### src/rtl/can_tx_scheduler.sv
`default_nettype none
// ============================================================================
// Module   : can_tx_scheduler
// Purpose  : Arbitrates NUM_MB transmit mailboxes onto the single CAN
//            transmit engine. Owns the engine's startXmit handshake and
//            watches busy until completion or timeout.
// Revision : 1.0 - initial release
// ----------------------------------------------------------------------------
// Optional feature macro: CAN_SCHED_ABORT_EN
//   defined   - mb_abort[i] clears pending[i] unless mailbox i is in flight
//   undefined - mb_abort is ignored
// ----------------------------------------------------------------------------
// Ports
//   PCLK, PRESETn          clock, synchronous active-low reset
//   mb_load/mb_sel/mb_*    mailbox write port (frame id/data/DLC/format/type)
//   mb_abort               per-mailbox cancel request
//   bit_cfg                {quantaDiv, propQuanta, seg1Quanta}, taken at ARB
//   busy                   transmitter busy
//   startXmit              one-cycle start pulse to the transmitter
//   xmitdata..seg1Quanta   registered frame fields for the transmitter
//   mb_pending             per-mailbox unsent-frame flags
//   load_rej               pulse: load hit the in-flight mailbox
//   tx_done / tx_err       pulse: frame completed / busy timeout
//   tx_idx                 in-flight mailbox, valid with tx_done/tx_err
// ============================================================================
module can_tx_scheduler #(
    parameter int NUM_MB       = 4,
    parameter int BUSY_TIMEOUT = 255
) (
    input  logic                      PCLK,
    input  logic                      PRESETn,
    input  logic                      mb_load,
    input  logic [$clog2(NUM_MB)-1:0] mb_sel,
    input  logic [28:0]               mb_id,
    input  logic [63:0]               mb_data,
    input  logic [3:0]                mb_datalen,
    input  logic                      mb_format,
    input  logic [1:0]                mb_frametype,
    input  logic [NUM_MB-1:0]         mb_abort,
    input  logic [19:0]               bit_cfg,
    input  logic                      busy,
    output logic                      startXmit,
    output logic [63:0]               xmitdata,
    output logic [28:0]               id,
    output logic [3:0]                datalen,
    output logic                      format,
    output logic [1:0]                frameType,
    output logic [7:0]                quantaDiv,
    output logic [5:0]                propQuanta,
    output logic [5:0]                seg1Quanta,
    output logic [NUM_MB-1:0]         mb_pending,
    output logic                      load_rej,
    output logic                      tx_done,
    output logic                      tx_err,
    output logic [$clog2(NUM_MB)-1:0] tx_idx
);

    localparam int c_IDX_W = $clog2(NUM_MB);
    localparam int c_CNT_W = $clog2(BUSY_TIMEOUT + 1);
    localparam logic [c_IDX_W:0]   c_NUM_MB  = (c_IDX_W + 1)'(NUM_MB);
    localparam logic [c_CNT_W-1:0] c_TIMEOUT = c_CNT_W'(BUSY_TIMEOUT);

    localparam logic [2:0] c_S_IDLE      = 3'd0;
    localparam logic [2:0] c_S_ARB       = 3'd1;
    localparam logic [2:0] c_S_START     = 3'd2;
    localparam logic [2:0] c_S_WAIT_BUSY = 3'd3;
    localparam logic [2:0] c_S_WAIT_DONE = 3'd4;

    logic [2:0]         r_state;
    logic [c_CNT_W-1:0] r_cnt;
    logic [c_IDX_W-1:0] r_tx_idx;
    logic               r_start;
    logic [63:0]        r_xmitdata;
    logic [28:0]        r_id;
    logic [3:0]         r_datalen;
    logic               r_format;
    logic [1:0]         r_frametype;
    logic [7:0]         r_quantadiv;
    logic [5:0]         r_propquanta;
    logic [5:0]         r_seg1quanta;
    logic               r_load_rej;
    logic               r_tx_done;
    logic               r_tx_err;

    // Per-mailbox views, driven from g_mb
    logic [28:0]        w_mb_id   [NUM_MB];
    logic [63:0]        w_mb_data [NUM_MB];
    logic [3:0]         w_mb_dlc  [NUM_MB];
    logic               w_mb_fmt  [NUM_MB];
    logic [1:0]         w_mb_ft   [NUM_MB];
    logic [29:0]        w_key     [NUM_MB];
    logic [NUM_MB-1:0]  w_pending;

    logic               w_found;
    logic [c_IDX_W-1:0] w_win_idx;
    logic [29:0]        w_best_key;
    logic               w_flight_vld;
    logic [c_IDX_W-1:0] w_flight_idx;
    logic               w_sel_flight;
    logic               w_load_ok;
    logic               w_finish;

    // Lowest key wins; strict '<' while scanning upward keeps ties on the
    // lowest mailbox index.
    always_comb begin
        w_found    = 1'b0;
        w_win_idx  = '0;
        w_best_key = '1;
        for (int i = 0; i < NUM_MB; i++) begin
            if (w_pending[i] && (!w_found || (w_key[i] < w_best_key))) begin
                w_found    = 1'b1;
                w_best_key = w_key[i];
                w_win_idx  = c_IDX_W'(i);
            end
        end
    end

    // During ARB the winner is already committed: its fields are latched at
    // the end of this cycle, so a load racing into it must be refused too.
    assign w_flight_vld = ((r_state == c_S_ARB) && w_found) ||
                          (r_state == c_S_START) ||
                          (r_state == c_S_WAIT_BUSY) ||
                          (r_state == c_S_WAIT_DONE);
    assign w_flight_idx = (r_state == c_S_ARB) ? w_win_idx : r_tx_idx;
    assign w_sel_flight = w_flight_vld && (mb_sel == w_flight_idx);
    assign w_load_ok    = mb_load && ({1'b0, mb_sel} < c_NUM_MB) && !w_sel_flight;
    assign w_finish     = ((r_state == c_S_WAIT_BUSY) && !busy && (r_cnt == c_TIMEOUT)) ||
                          ((r_state == c_S_WAIT_DONE) && !busy);

`ifndef CAN_SCHED_ABORT_EN
    logic w_abort_unused;
    assign w_abort_unused = ^mb_abort;
`endif

    for (genvar gi = 0; gi < NUM_MB; gi++) begin : g_mb
        logic [28:0] r_mb_id;
        logic [63:0] r_mb_data;
        logic [3:0]  r_mb_dlc;
        logic        r_mb_fmt;
        logic [1:0]  r_mb_ft;
        logic        r_pend;
        logic        w_load_hit;
        logic        w_finish_hit;
        logic        w_abort_hit;

        assign w_load_hit   = w_load_ok && (mb_sel == c_IDX_W'(gi));
        assign w_finish_hit = w_finish && (r_tx_idx == c_IDX_W'(gi));
`ifdef CAN_SCHED_ABORT_EN
        assign w_abort_hit  = mb_abort[gi] &&
                              !(w_flight_vld && (w_flight_idx == c_IDX_W'(gi)));
`else
        assign w_abort_hit  = 1'b0;
`endif

        // Load has priority over abort; completion and load never coincide
        // on one mailbox because loads into the in-flight mailbox are refused.
        always_ff @(posedge PCLK) begin
            if (!PRESETn) begin
                r_mb_id   <= '0;
                r_mb_data <= '0;
                r_mb_dlc  <= '0;
                r_mb_fmt  <= 1'b0;
                r_mb_ft   <= '0;
                r_pend    <= 1'b0;
            end else if (w_load_hit) begin
                r_mb_id   <= mb_id;
                r_mb_data <= mb_data;
                r_mb_dlc  <= mb_datalen;
                r_mb_fmt  <= mb_format;
                r_mb_ft   <= mb_frametype;
                r_pend    <= 1'b1;
            end else if (w_finish_hit || w_abort_hit) begin
                r_pend    <= 1'b0;
            end
        end

        assign w_mb_id[gi]   = r_mb_id;
        assign w_mb_data[gi] = r_mb_data;
        assign w_mb_dlc[gi]  = r_mb_dlc;
        assign w_mb_fmt[gi]  = r_mb_fmt;
        assign w_mb_ft[gi]   = r_mb_ft;
        assign w_pending[gi] = r_pend;
        // Standard frames ignore the extended id bits when ranking
        assign w_key[gi]     = {r_mb_id[28:18], r_mb_fmt,
                                r_mb_fmt ? r_mb_id[17:0] : 18'd0};
    end

    always_ff @(posedge PCLK) begin
        if (!PRESETn) begin
            r_state      <= c_S_IDLE;
            r_cnt        <= '0;
            r_tx_idx     <= '0;
            r_start      <= 1'b0;
            r_xmitdata   <= '0;
            r_id         <= '0;
            r_datalen    <= '0;
            r_format     <= 1'b0;
            r_frametype  <= '0;
            r_quantadiv  <= '0;
            r_propquanta <= '0;
            r_seg1quanta <= '0;
            r_load_rej   <= 1'b0;
            r_tx_done    <= 1'b0;
            r_tx_err     <= 1'b0;
        end else begin
            r_start    <= 1'b0;
            r_tx_done  <= 1'b0;
            r_tx_err   <= 1'b0;
            r_load_rej <= mb_load && w_sel_flight;
            case (r_state)
                c_S_IDLE: begin
                    if (|w_pending) r_state <= c_S_ARB;
                end
                c_S_ARB: begin
                    // Pending can vanish between IDLE and ARB through abort
                    if (w_found) begin
                        r_tx_idx     <= w_win_idx;
                        r_xmitdata   <= w_mb_data[w_win_idx];
                        r_id         <= w_mb_id[w_win_idx];
                        r_datalen    <= w_mb_dlc[w_win_idx];
                        r_format     <= w_mb_fmt[w_win_idx];
                        r_frametype  <= w_mb_ft[w_win_idx];
                        r_quantadiv  <= bit_cfg[19:12];
                        r_propquanta <= bit_cfg[11:6];
                        r_seg1quanta <= bit_cfg[5:0];
                        r_start      <= 1'b1;
                        r_state      <= c_S_START;
                    end else begin
                        r_state <= c_S_IDLE;
                    end
                end
                c_S_START: begin
                    r_cnt   <= '0;
                    r_state <= c_S_WAIT_BUSY;
                end
                c_S_WAIT_BUSY: begin
                    if (busy) begin
                        r_state <= c_S_WAIT_DONE;
                    end else if (r_cnt == c_TIMEOUT) begin
                        r_tx_err <= 1'b1;
                        r_state  <= c_S_IDLE;
                    end else begin
                        r_cnt <= r_cnt + 1'b1;
                    end
                end
                c_S_WAIT_DONE: begin
                    if (!busy) begin
                        r_tx_done <= 1'b1;
                        r_state   <= c_S_IDLE;
                    end
                end
                default: r_state <= c_S_IDLE;
            endcase
        end
    end

    assign startXmit  = r_start;
    assign xmitdata   = r_xmitdata;
    assign id         = r_id;
    assign datalen    = r_datalen;
    assign format     = r_format;
    assign frameType  = r_frametype;
    assign quantaDiv  = r_quantadiv;
    assign propQuanta = r_propquanta;
    assign seg1Quanta = r_seg1quanta;
    assign mb_pending = w_pending;
    assign load_rej   = r_load_rej;
    assign tx_done    = r_tx_done;
    assign tx_err     = r_tx_err;
    assign tx_idx     = r_tx_idx;

endmodule
`default_nettype wire

### config.mk
export PLATFORM = sky130hd
export DESIGN_NAME = can_tx_scheduler
export DESIGN_NICKNAME = d
export VERILOG_FILES = /design/src/rtl/can_tx_scheduler.sv
export SDC_FILE = /design/constraint.sdc
export NUM_CORES = 1
export LEC_CHECK = 0
export CORE_MARGIN = 8
export CORE_UTILIZATION = 30
export CTS_CLUSTER_SIZE = 8
export DETAILED_ROUTE_END_ITERATION = 10
export GPL_ROUTABILITY_DRIVEN = 0
export PLACE_DENSITY_LB_ADDON = 0.05
export RECOVER_POWER = 50
export SYNTH_ARGS = -nofsm -noshare
export SYNTH_HDL_FRONTEND = slang
export SYNTH_SLANG_ARGS = --single-unit
### constraint.sdc
create_clock -name PCLK -period 11.1 [get_ports PCLK]
set_clock_uncertainty 0.05 [all_clocks]
set_input_delay 2.22 -clock PCLK [delete_from_list [all_inputs] [get_ports PCLK]]
set_output_delay 2.22 -clock PCLK [all_outputs]
set_load 0.02 [all_outputs]
==> impl_results.md <==
* Cells after synthesis at 4274
* CP max FO at 26
* Syn avg cell area at 7.562 sq um
* RR Startpoint: g_mb[1].r_mb_fmt$_SDFFE_PN0P_
* Worst hold start: seg1Quanta[3]$_SDFFE_PN0P_
* Postcts setup bufs at 0
* Row count at 120
* Sequential-to-total area share from yosys stat at about a third
* # DRC at 0
* Synth area leader: dfxtp_1
* Top-count cell post-synth: nor2_1
* Relative slew slack at -114.4%
* Leakage at 0.01317 uW
* Hold Vio Cnt, Final at 0
* Layout cell share with drive strength beyond 1 at 6.393%
* Antenna viol nets, final at 0
* Post-DP HPWL at 78060 um
* Main synth FF type: dfxtp_1
* Fin nets at 4488
* Crit-path leading delay family: compound AO/OA/AOI/OAI gates
* Mean routed wirelength per cell at about 22 um
* Clk buf depth at 3
* Pin count of the biggest net entering global routing at ~190
* PortBufs at 255
* Hold Crit Class: register to register
* Actual slew at the worst max-slew pin at 3.216 ns
* Peak supply drop at 0.00009340 V
* Hold endpoint: seg1Quanta[3]$_SDFFE_PN0P_
* TritonCTS buffer count at 79
* Starting Density at 30.23%
* Adder-Cell Fraction of Synth Area at 3.407%
* WS Path Type: register to register
* Final WL at 124100 um
* TritonCTS clock tree: done
* Crit-path slowest cell: a2111oi_0
* DIE AREA at 118500 sq um
* Unrepaired setup endpoints after global routing: no
* Total grt overflow at 0
* Post-synth EDFFs at 0
* Final min period at between 10 and 15 ns
* Via count at about 33k
* Highest clock rate at 98.36 MHz
* Pwr dens at 151.0 nW/um^2
* Worst flop-to-flop path endpoint: g_mb[2].r_mb_data[61]$_SDFFE_PN0P_
* Synth Area in Compound Gates at 32.51%
* Hold WS at between 0.4 and 0.5 ns
* Final slew viol count at 277
* Post_cts resized at 0
* Hold Path Depth at 2
* Initial antenna violation count at 5
* Flops & latches, synth at 541
* Skew-Pair Late Insertion Delay at 0.63 ns
* Crit share post-route at 91.59%
* Layout area overhead at 19.75%
* Core Region at 106900 sq um
* Synth top area cells: dfxtp_1 34%, a32oi_1 8.1%, a21oi_1 7.5%, nor2_1 6.9%, nand2_1 5.6%
* Largest family of logic cells by synthesized area: compound AO/OA/AOI/OAI gates
* WP buf/inv at 5
* Vias per cell at 5.827
* Setup crit end kind: register
* Clock root buffer: clkbuf_16
* CP max stage delay at 1.13 ns
* Top cells by count, synth: 593 x nor2_1, 541 x dfxtp_1, 485 x a21oi_1
* Hold_buf cts at 0
* Status: finished, violations left
* Async SR Flop Fraction at 0%
* # clock sinks at 541
* Total track usage at 19.97%
* Die Ht at 344.2 um
* Cell Area, Synth at 32320 sq um
* CTS H-tree depth at 3
* Final Non-Filler Cells at 5690
* Fraction of the mapped netlist area in simple logic gates at 20.46%
* Share of the synthesized area in the top cell type at approximately a third
* First-pass GRT wire length at 190200 um
* Syn nets at 4492
* Setup violators final at 0
* Reg2Reg Depth at 34
* Violated checks: max-capacitance violations, max-slew violations
* DR pass1 iterations at 6
* Vias in the first global route at 30.98k
* IO Count at 260
* R2r setup slk at roughly 0.93 ns
* Mux share of post-synthesis cell area at under 10%
* Post-Synth XOR/XNOR Area at less than 1%
* Final Total Pwr at between 5000 and 6000 uW
* Chip Width at 344.2 um
* CP Data Required Time at 11.55 ns
* Clock-pin slew on the worst setup and hold paths at 0.05 ns
* Type of origin of the critical path: register
* Max-Cap Viols at 4
* Yosys warnings at 0
* Setup TNS at 0 ns
* Iteration-0 DRC Markers at around 2.5k
* Netlist cell types at 65
* WP data arrival at 10.62 ns
* Dpl cells at 5592
## worst max-delay path by stage
stage	startpoint	cells past startpoint	slack, ns	endpoint
2_1_floorplan	g_mb[0].r_pend$_SDFFE_PN0P_	37	2.95	g_mb[3].r_mb_id[10]$_SDFFE_PN0P_
3_3_place_gp	g_mb[1].r_mb_fmt$_SDFFE_PN0P_	32	1.27	g_mb[3].r_mb_data[16]$_SDFFE_PN0P_
3_5_place_dp	g_mb[1].r_mb_fmt$_SDFFE_PN0P_	32	1.22	g_mb[3].r_mb_data[16]$_SDFFE_PN0P_
4_1_cts	g_mb[1].r_mb_fmt$_SDFFE_PN0P_	32	1.22	g_mb[3].r_mb_data[16]$_SDFFE_PN0P_
5_1_grt	g_mb[1].r_mb_fmt$_SDFFE_PN0P_	31	0.34	g_mb[2].r_mb_data[61]$_SDFFE_PN0P_
6_report	g_mb[1].r_mb_fmt$_SDFFE_PN0P_	34	0.93	g_mb[2].r_mb_data[61]$_SDFFE_PN0P_
## through the flow
step	utilization (%)	area, sq um	setup WS (ns)
2_1_floorplan	-	32320	2.950
3_3_place_gp	34.23	36600	1.272
3_5_place_dp	34.23	36600	1.222
4_1_cts	36.27	38780	1.215
5_1_grt	36.20	38700	0.3384
6_report	36.20	38700	0.9333
## power by group
group / switching [uW] / total, uW / internal, uW
registers: 97.8 / 2160 / 2060
clock network: 932 / 2270 / 1340
logic: 922 / 1410 / 489
total: 1950 / 5840 / 3890
## cell type report
type,count,area (sq um)
Antenna cell,1,2.502
Inverter,5,18.77
Clock inverter,5,68.82
Tap cell,1403,1755
Sequential cell,541,10830
Timing Repair Buffer,430,4534
Clock buffer,92,2110
Multi-Input combinational cell,3213,19380
Fill cell,11119,68200
## kinds of logic (layout without fill, tap and decap cells)
| family | Yosys count | count (layout) |
|---|---|---|
| AOI/OAI and AO/OA | 1510 | 1510 |
| xor gates and xnor gates | 7 | 7 |
| adders and majority gates | 88 | 88 |
| buffers and inverters | 520 | 532 |
| DFF | 541 | 541 |
| muxes | 99 | 99 |
| other | 0 | 1 |
| and+or+nand+nor | 1509 | 1509 |
## tightest hold or removal path: stages, from the launching register on
cell,delay (ns)
dfxtp_1,0.30
nand2_1,0.04
a21boi_0,0.06
## state kept, by name, indices dropped and copies added (netlist names), 6 cells and up
name / count
g_mb.r_mb_data: 256
g_mb.r_mb_dlc: 16
g_mb.r_mb_ft: 8
g_mb.r_mb_id: 116
id: 29
propQuanta: 6
quantaDiv: 8
r_cnt: 8
seg1Quanta: 6
xmitdata: 64
## metal layers
layer / track usage, % / wire, um / vias up
met5: 0 / 11 / -
met4: 5.968 / 3542 / 2
met3: 3.075 / 5467 / 182
met2: 31.49 / 55450 / 785
met1: 27.98 / 59670 / 15934
li1: - / - / 16255
## cells in the final DEF, fill, tap and decap left out, types with 22 or more instances in the layout
cell and count:
ha_1 88, clkbuf_16 82, o21ai_0 121, o311ai_0 153, clkdlybuf4s50_1 124, a21oi_1 485, o211ai_1 104, and2_1 54
nand3_1 113, nor2_1 591, clkbuf_1 22, dfxtp_1 541, dlygate4sd3_1 130, o311ai_1 148, a21boi_0 42, mux2i_1 99
a32oi_1 300, nand4_1 212, nand2_1 482, buf_4 102, buf_12 58, o22ai_1 98
No activity file was read; power rests on OpenSTA's default activity.
